## src/rtl/hilo_unit_if.sv

```systemverilog
// Execute-stage to HI/LO stage bundle: request fields driven by the pipeline,
// stall/busy/read-back returned by the HI/LO unit.
interface hilo_unit_if;
   logic        valid;
   logic [5:0]  ctrl;
   logic [31:0] r;
   logic [31:0] r2;
   logic [2:0]  op;
   logic [31:0] a;
   logic        stall;
   logic        busy;
   logic [31:0] rd_data;
   logic        rd_valid;

   modport master (
      output valid, ctrl, r, r2, op, a,
      input  stall, busy, rd_data, rd_valid
   );

   modport slave (
      input  valid, ctrl, r, r2, op, a,
      output stall, busy, rd_data, rd_valid
   );
endinterface

```

## src/rtl/hilo_unit.sv

```systemverilog
// HI/LO architectural registers with a multiply-latency busy window that
// stalls any HI/LO access (or new multu) until the product is considered ready.
module hilo_unit #(
   parameter int MULT_LATENCY = 4
) (
   input  logic        clk,
   input  logic        rst,
   hilo_unit_if.slave  bus
);
   localparam logic [5:0] CTRL_MULTU = 6'h13;
   localparam logic [3:0] LAT        = 4'(MULT_LATENCY);

   typedef enum logic {IDLE, BUSY} state_e;

   state_e      state_q;
   logic [3:0]  cnt_q;
   logic [31:0] hi_q, lo_q;
   logic [31:0] rd_data_q;
   logic        rd_valid_q;

   logic mult_req, acc_req, busy;

   assign mult_req = bus.valid && (bus.ctrl == CTRL_MULTU);
   assign acc_req  = bus.valid && (bus.op >= 3'd1) && (bus.op <= 3'd4);
   assign busy     = (state_q == BUSY);

   assign bus.stall    = busy && (mult_req || acc_req);
   assign bus.busy     = busy;
   assign bus.rd_data  = rd_data_q;
   assign bus.rd_valid = rd_valid_q;

   always_ff @(posedge clk) begin
      if (rst) begin
         state_q    <= IDLE;
         cnt_q      <= 4'd0;
         hi_q       <= 32'd0;
         lo_q       <= 32'd0;
         rd_data_q  <= 32'd0;
         rd_valid_q <= 1'b0;
      end else begin
         rd_valid_q <= 1'b0;
         case (state_q)
            IDLE: begin
               // multu wins over a simultaneous HI/LO access
               if (mult_req) begin
                  hi_q    <= bus.r2;
                  lo_q    <= bus.r;
                  cnt_q   <= LAT;
                  state_q <= BUSY;
               end else if (acc_req) begin
                  case (bus.op)
                     3'd1: begin
                        rd_data_q  <= hi_q;
                        rd_valid_q <= 1'b1;
                     end
                     3'd2: begin
                        rd_data_q  <= lo_q;
                        rd_valid_q <= 1'b1;
                     end
                     3'd3:    hi_q <= bus.a;
                     3'd4:    lo_q <= bus.a;
                     default: ;
                  endcase
               end
            end
            BUSY: begin
               if (cnt_q == 4'd1) begin
                  cnt_q   <= 4'd0;
                  state_q <= IDLE;
               end else begin
                  cnt_q <= cnt_q - 4'd1;
               end
            end
            default: state_q <= IDLE;
         endcase
      end
   end
endmodule

```

## src/flat_wrapper.sv

```systemverilog
// flat-port wrapper written by rule: the top's interface ports become plain ports
module hilo_unit_flat 
#(
   parameter int MULT_LATENCY = 4
)
  (clk, rst, bus_valid, bus_ctrl, bus_r, bus_r2, bus_op, bus_a, bus_stall, bus_busy, bus_rd_data, bus_rd_valid);
  hilo_unit_if bus_i ();
  input  logic clk;
  input  logic rst;
  input wire logic [$bits(bus_i.valid)-1:0] bus_valid;
  input wire logic [$bits(bus_i.ctrl)-1:0] bus_ctrl;
  input wire logic [$bits(bus_i.r)-1:0] bus_r;
  input wire logic [$bits(bus_i.r2)-1:0] bus_r2;
  input wire logic [$bits(bus_i.op)-1:0] bus_op;
  input wire logic [$bits(bus_i.a)-1:0] bus_a;
  output wire logic [$bits(bus_i.stall)-1:0] bus_stall;
  output wire logic [$bits(bus_i.busy)-1:0] bus_busy;
  output wire logic [$bits(bus_i.rd_data)-1:0] bus_rd_data;
  output wire logic [$bits(bus_i.rd_valid)-1:0] bus_rd_valid;
  assign bus_i.valid = bus_valid;
  assign bus_i.ctrl = bus_ctrl;
  assign bus_i.r = bus_r;
  assign bus_i.r2 = bus_r2;
  assign bus_i.op = bus_op;
  assign bus_i.a = bus_a;
  assign bus_stall = bus_i.stall;
  assign bus_busy = bus_i.busy;
  assign bus_rd_data = bus_i.rd_data;
  assign bus_rd_valid = bus_i.rd_valid;
  hilo_unit #(.MULT_LATENCY(MULT_LATENCY)) u_core (.clk(clk), .rst(rst), .bus(bus_i));
endmodule
```

## config.mk

```make
export PLATFORM = sky130hd
export DESIGN_NAME = hilo_unit_flat
export DESIGN_NICKNAME = d
export VERILOG_FILES = /design/src/rtl/hilo_unit_if.sv /design/src/rtl/hilo_unit.sv /design/src/flat_wrapper.sv
export SDC_FILE = /design/constraint.sdc
export NUM_CORES = 1
export LEC_CHECK = 0
export CAP_MARGIN = 20
export CORE_MARGIN = 8
export CORE_UTILIZATION = 49
export DETAILED_ROUTE_END_ITERATION = 12
export PLACE_DENSITY_LB_ADDON = 0.3
export SKIP_LAST_GASP = 1
export SLEW_MARGIN = 20
export SYNTH_ARGS = -nofsm -noshare
export SYNTH_HDL_FRONTEND = slang
export SYNTH_SLANG_ARGS = --single-unit
```

## constraint.sdc

```tcl
create_clock -name clk -period 1.8 [get_ports clk]
set_input_delay 0.36 -clock clk [delete_from_list [all_inputs] [get_ports clk]]
set_output_delay 0.36 -clock clk [all_outputs]
set_load 0.005 [all_outputs]
```

**Word-level counts from Yosys, hierarchy flattened**

Cells that the tools add are included.

- Register bits after elaboration: 102
- Logic and storage cells: 47
- Output and inout bits: 35
- Input bits: 108
- Bits in latches: 0
- Bits in writable memories: 0
- Memories kept: 0
- ROM bits: 0

- Bitwise gates (word level): 3
- Muxes and demuxes: 14
- Div/mod/pow operators: 0
- Shift operators: 0
- $lt $le $gt $ge: 2
- Eq/ne operators: 7
- $mul: 0
- $add $sub $neg: 1
- Reduce and logical (&&, ||, !) cells: 14

Operator list:

| kind | number |
|---|---|
| 32-bit two-way mux | 6 |
| 32-bit case mux with 2 select lines | 1 |
| 4-bit two-way mux | 2 |
| 4-bit case mux with 2 select lines | 1 |
| 2-bit nonzero test | 4 |
| 3-bit by 2-bit equality test with 1-bit output, second input constant | 2 |
| 6-bit by 5-bit equality test with 1-bit output, second input constant | 1 |
| 3-bit AND reduction | 2 |
| 4-bit by 1-bit equality test with 1-bit output, second input constant | 1 |
| 1-bit logical AND | 4 |
| 4-bit AND reduction | 1 |
| 4-bit OR reduction | 1 |
| 4-bit by 1-bit subtractor with 4-bit output, second input constant | 1 |
| 3-bit by 1-bit equality test with 1-bit output, second input constant | 1 |
| 3-bit equality test, second input constant | 1 |
| 3-bit by 1-bit greater-or-equal comparator with 1-bit output, second input constant | 1 |
| 3-bit <= comparator, second input constant | 1 |
| 1-bit two-way mux | 3 |
| 1-bit inverter | 3 |
| 2-bit by 1-bit inequality test with 1-bit output, second input constant | 1 |
| 1-bit case mux with 2 select lines | 1 |
| 2-bit OR reduction | 1 |
| 1-bit logical OR | 1 |

**Logic depth before layout (Yosys ltp)**

- Word-level depth: 5
- Mapped depth: 7
- Mapped depth without buffers: 5

**Worst setup path before layout**

No wires, ideal clock.

- Path type: in2out
- Start: input bus_ctrl[5]
- End: output bus_stall
- Arrival: 1.218 ns
- Data required time: 1.440 ns
- Slack: 0.222 ns
- Buffers on the path: 1
- Cell stages on the path: 5
- Cell sequence: and4bb_4 -> and2_2 -> buf_6 -> a21oi_1 -> nor2b_1

- Longest elaborated chain between the ends: 4

RTL lines:

| element | line | RTL |
|---|---|---|
| from (decl) | flat_wrapper.sv:11 | `input wire logic [$bits(bus_i.ctrl)-1:0] bus_ctrl;` |
| 6-bit by 5-bit equality test with 1-bit output | hilo_unit.sv:23 | `assign mult_req = bus.valid && (bus.ctrl == CTRL_MULTU);` |
| 1-bit logical AND | hilo_unit.sv:23 |  |
| 1-bit logical OR | hilo_unit.sv:27 | `assign bus.stall = busy && (mult_req \|\| acc_req);` |
| 1-bit logical AND | hilo_unit.sv:27 |  |
| to (decl) | flat_wrapper.sv:16 | `output wire logic [$bits(bus_i.stall)-1:0] bus_stall;` |

Every way passes these cells.

**Worst setup path after layout**

- Start: input bus_op[2]
- End: output bus_stall

- Longest elaborated chain between the ends: 5
- Elaborated cells between the ends (all ways): 6
- Classes of those cells: 2 x order compare; 4 x reduce/logical

RTL lines:

| element | line | RTL |
|---|---|---|
| from (decl) | flat_wrapper.sv:14 | `input wire logic [$bits(bus_i.op)-1:0] bus_op;` |
| 3-bit by 1-bit greater-or-equal comparator with 1-bit output | hilo_unit.sv:24 | `assign acc_req = bus.valid && (bus.op >= 3'd1) && (bus.op <= 3'd4);` |
| 1-bit logical AND | hilo_unit.sv:24 |  |
| 1-bit logical AND * | hilo_unit.sv:24 |  |
| 1-bit logical OR * | hilo_unit.sv:27 |  |
| 1-bit logical AND * | hilo_unit.sv:27 |  |

Every way passes the cells marked *; elsewhere a longest branch is shown, timed or not.

==> results.sh <==
export IMPL_status="completed"
export IMPL_clk_pin_slew_ps=100
export IMPL_grt_pass1_vias=5336
export IMPL_fin_area_um2=7430
export IMPL_syn2layout_area_growth_pct=38.4
export IMPL_drive_above_1_share_pct=14.6
export IMPL_fillers=812
export IMPL_diodes=0
export IMPL_drtIter0Drc=496
export IMPL_max_slew_margin_pct=64.4
export IMPL_dpl_hpwl_um=10900
export IMPL_dp_cells=842
export IMPL_dieArea_um2=14600
export IMPL_vias_per_cell=6.03
export IMPL_syn_area_um2=5370
export IMPL_clock_sinks=102
export IMPL_ys_warn_count=0
export IMPL_routabilityCongestion=0.793
export IMPL_hold_viol=0
export IMPL_max_stage_delay_ps=540
export IMPL_layout_commonest_cell="clkdlybuf4s50_1"
export IMPL_cts_buffer_depth=2
export IMPL_synth_edf_count=0
export IMPL_synth_seq_cells=102
export IMPL_worstPathMaxFanout=4
export IMPL_setup_viol=0
export IMPL_grt_pass1_wl_um=27000
export IMPL_period_share_pct=98.4
export IMPL_skew_ps=17.7
export IMPL_htreeDepth=3
export IMPL_tightest_slew_ps=534
export IMPL_initial_core_util_pct=49.8
export IMPL_grt_usage_pct=22.5
export IMPL_async_flop_share_pct=0
export IMPL_power_uw=4770
export IMPL_core_um2=10800
export IMPL_layout_common_cells="clkdlybuf4s50_1 (131), dfxtp_1 (101), nand2_1 (66)"
export IMPL_leakage_uw=0.00237
export IMPL_clock_fmax_mhz=565
export IMPL_crit_path_end_kind="output port"
export IMPL_ir_worst_vdd_v=0.000440
export IMPL_min_path_type="flop to flop"
export IMPL_syn_avg_cell_area_um2=9.06
export IMPL_cts_tree="built"
export IMPL_cp_arrival_ps=1410
export IMPL_syn_num_nets=703
export IMPL_finalCriticalPeriod_ps=1770
export IMPL_grt_max_degree=103
export IMPL_instances_no_fill=873
export IMPL_pin_count=143
export IMPL_die_w_um=121
export IMPL_routed_wl_um=17200
export IMPL_powerDensity_nw_per_um2=641
export IMPL_slowest_stage="clkdlybuf4s50_1"
export IMPL_root_buffer="clkbuf_8"
export IMPL_crit_chain="clkdlybuf4s50_1 > xnor2_1 > a21oi_2 > nor2b_1 > buf_2"
export IMPL_synthFlopType="dfxtp_1"
export IMPL_yosys_area_top_type="dfxtp_1"
export IMPL_maxCapViolCount=0
export IMPL_synth_seq_area_share_pct=38.0
export IMPL_detail_route_antenna_nets=0
export IMPL_syn_inst=593
export IMPL_post_place_ws_ps=-685
export IMPL_fp_row_count=38
export IMPL_first_pass_iters=5
export IMPL_required_ps=1440
export IMPL_cts_buffers=9
export IMPL_rsz0062_at_grt="yes"
export IMPL_worstSetupPathType="input port to output port"
export IMPL_grt_ovfl_total=0
export IMPL_vias=5267
export IMPL_drc=0
export IMPL_timing_final_max_slew_violations=0
export IMPL_crit_path_start_kind="input port"
export IMPL_port_buffers=142
export IMPL_dpl_cell_area_um2=6990
export IMPL_routedWlPerCell_um=19.7
export IMPL_synth_top_area_share_pct=38.0
export IMPL_fin_nets=838
export IMPL_antenna_found_initial=0
export IMPL_yosysUniqueCellTypes=34
export IMPL_synth_area_leaders="dfxtp_1 (38%), nand3b_1 (9.1%), a22oi_1 (8.9%)"
export IMPL_timing_final_ws_setup_ps=28.6
export IMPL_clk_latency_ps=360
export IMPL_hold_ws_ps=504
export IMPL_die_y_um=121
[logic make-up (layout without fill, tap and decap cells)]
logic type	Yosys count	after routing	share of synthesized area, %
flip-flops	102	102	38.0
buffers and inverters	67	205	6.71
XOR/XNOR	2	2	0.326
multiplexers	33	33	6.15
AND/OR/NAND/NOR	183	183	20.1
adder cells (fa/ha/maj)	2	2	0.466
AO/OA/AOI/OAI	204	206	28.3
[worst paths after layout]
path	end	from	cells past startpoint	slack [ps]
setup / recovery	bus_stall	bus_op[2]	5	30
hold / removal	u_core.hi_q[25]	u_core.hi_q[25]	2	500
hold reg to reg	u_core.hi_q[25]	u_core.hi_q[25]	2	500
setup reg to reg	u_core.cnt_q[2]	u_core.bus.busy	4	320
[power by group]
part           switching [uW]  internal (uW)  leakage (uW)
clock                     817            742      0.000106
combinational             334            482       0.00144
sequential               58.3           2340      0.000829
[state kept, by name (all words and copies together) (netlist names)]
signal and flops:
u_core.bus.busy 1, u_core.bus.rd_data 32, u_core.bus.rd_valid 1, u_core.cnt_q 4, u_core.hi_q 32, u_core.lo_q 32
[synth_stat cells, drive strengths merged (2+ instances only)]
library cell and count:
a22oi 64, and2 2, buf 31, a21boi 3, xnor2 2, nor2 4
nand2 66, a211oi 32, inv 3, mux2i 33, nor3b 2, a21oi 39
ha 2, nor2b 35, clkbuf 33, nand2b 2, a31oi 65, dfxtp 102
nand3b 65
[through the flow]
stage,setup TNS [ps],util [%]
floorplan,0,-
global placement,-45400,64.8
detailed placement,-52190,64.8
CTS,-655,68.2
global route,-5.10,68.9
finish,0,68.9
[area by class of cell]
type                            count  area [um2]  share of cell area [%]
Clock buffer                       11         153                    2.05
Timing Repair Buffer              186        1920                    25.8
Tap cell                          140         175                    2.36
Clock inverter                      5        63.8                   0.858
Multi-Input combinational cell    426        3070                    41.2
Inverter                            3        11.3                   0.151
Sequential cell                   102        2050                    27.5
[what timing repair did]
action	CTS	global route
pin swaps	5	5
cloned	2	1
buffers inserted	11	1
hold buffers	0	0
resized for setup	11	15
endpoints found under the setup margin	68	78
[critical path, delay by kind of cell]
family / cells / cell delay [ps]
compound gates: 1 / 90
simple gates: 1 / 130
buf+inv: 2 / 670
xor+xnor: 1 / 160
[per-layer routing]
metal / share of wire, % / GRT usage [%] / up-vias / wire, um
met2: 49 / 38.7 / 231 / 8510
li1: - / - / 2476 / -
met1: 42 / 27.3 / 2530 / 7150
met3: 6.9 / 4.48 / 30 / 1190
met4: 2.1 / 8.20 / 0 / 363
met5: 0 / 0 / - / 0
Note: power is estimated with default switching activity, not from simulation.
==> RTL edit (same settings) <==
Reset style: asynchronous (`rst`), changed in one clocked block.
--- a/src/rtl/hilo_unit.sv
+++ b/src/rtl/hilo_unit.sv
@@ -29,7 +29,7 @@
    assign bus.rd_data  = rd_data_q;
    assign bus.rd_valid = rd_valid_q;
 
-   always_ff @(posedge clk) begin
+   always_ff @(posedge clk or posedge rst) begin
       if (rst) begin
          state_q    <= IDLE;
          cnt_q      <= 4'd0;
Behaviour: differs if rst is asserted again (counterexample within 4 cycles, from zero or initial values and one cycle with rst high); with rst held inactive, the same outputs for 4 cycles.
==> RTL edit against the unedited design <==
The flow now finishes with violations (negative setup slack). Count of clock-buffer cells in the layout up 1. Worst setup slack worse by 0.034 ns. Critical path depth unchanged. Routed wire length up 3.7%. Sequential cell count unchanged. Synthesized area up 7.0%. Sequential share of layout area up 5.1 points. Final area up 5.5%.
Power is not compared: it rests on default switching activity, and its combinational part moved more than twofold at a synthesized area within 25%.
==> RTL edit: results (changes against the unedited design) <==
The run finished, with violations left. The final reports fail on negative setup slack. The number of buffers inserted by post-CTS setup repair was 4 (-7); the met3 usage was 0.0413 (-0.00348).

The global-route usage over all layers was 0.220 (-0.00474); the number of instances in the placed design was 848 (+0.71%). The wire length on met1 was 7.47 mm (+4.5%); the worst setup margin was -0.00570 ns (-0.0342 ns). The logs give -0.00570 ns (-0.00570 ns) for the setup TNS and 0.34 ns (-0.02 ns) for the worst-skew pair later-pin latency.

The count of vias placed by the detailed router is 5473 (+3.9%), and the fraction of registers with async set/reset is 1.00 (+1.00). Sum of routed wire length over all layers: 17.8 mm (+3.7%). The run gives 5618 (+5.3%) as the via count of the first global-routing pass. The logs give 31 (+20) for the number of cells upsized or downsized after cts and 11.9 mm (+9.2%) for the half-perimeter wire length after detailed placement.

The tools report the number of standard cells in the final layout excluding fillers as 871 (-0.23%). In the post-synthesis netlist, the biggest area contributors are dfrtp_1 (44%), nand3_1 (14%), mux2_2 (7.1%), mux2_4 (5.0%), a32oi_1 (4.9%). The worst slack after detailed placement was -0.818 ns (-0.133 ns); the largest net degree at the start of global routing was 99 (-3.9%).

For the met3 wire length, the log shows 1.33 mm (+12%). The tools report the worst setup path startpoint as bus_ctrl[3]. The tools report the met1 capacity usage during global routing as 0.284 (+0.0111). The area after detailed placement is 7500 um2 (+7.2%). The run gives 8.61 mm (+1.2%) as the amount of wire on met2 after detailed routing. The run gives 28.7 mm (+6.3%) as the wire length of the first global-routing pass.

For the post-synthesis net count, the log shows 695 (-1.1%). The register clock-pin slew on the reported worst setup and hold paths is 0.07 ns (-0.03 ns), and the final setup violation count is 1 (+1). Clock tree synthesis selected as its root buffer the cell clkbuf_16.
==> RTL edit: cell types whose count changed after synthesis, sizes merged, moves of 7 or more <==
| cell | unedited run | this run |
|---|---|---|
| nand3 | 1 | 162 |
| dfrtp | 0 | 102 |
| dfxtp | 102 | 0 |
| mux2 | 0 | 65 |
| a22oi | 64 | 0 |
| a31oi | 65 | 1 |
| a21oi | 39 | 2 |
| a211oi | 32 | 0 |
| a32oi | 0 | 32 |
| mux2i | 33 | 1 |
| nand3b | 65 | 33 |
| nand4 | 0 | 32 |
| nand2 | 66 | 36 |
| buf | 31 | 24 |
==> RTL edit: logic make-up after synthesis <==
group           share of synthesized area
xor+xnor                          0.00152
mux                                 0.141
flops                               0.444
fa+ha+maj                         0.00435
simple gates                        0.297
compound gates                     0.0559
buf+inv                            0.0557
==> RTL edit: worst paths after layout <==
path / endpoint / slack (ns) / cells past startpoint
worst max-delay path: bus_stall / -0.006 / 5
worst min-delay path: u_core.lo_q[3] / 0.46 / 3
worst max register to register: u_core.bus.rd_data[17] / 0.33 / 4
worst min register to register: u_core.bus.rd_data[19] / 0.49 / 1
max in group asynchronous: u_core.bus.busy / 1.00 / 3
min in group clk: u_core.bus.rd_data[19] / 0.49 / 1
==> RTL edit: tightest hold or removal path: cells and delay by family <==
family,cells,cell delay (ns)
buffers and inverters,3,0.81
==> RTL edit: area by class of cell <==
| class | count | area, um2 | share of cell area |
|---|---|---|---|
| sequential | 102 | 2560 | 0.326 |
| timing repair buffer | 186 | 1890 | 0.241 |
| clock inverter | 4 | 31.3 | 0.00399 |
| tap | 143 | 179 | 0.0228 |
| antenna | 1 | 2.50 | 0.000319 |
| multi-input combinational | 417 | 2910 | 0.371 |
| inverter | 6 | 26.3 | 0.00335 |
| clock buffer | 12 | 246 | 0.0314 |
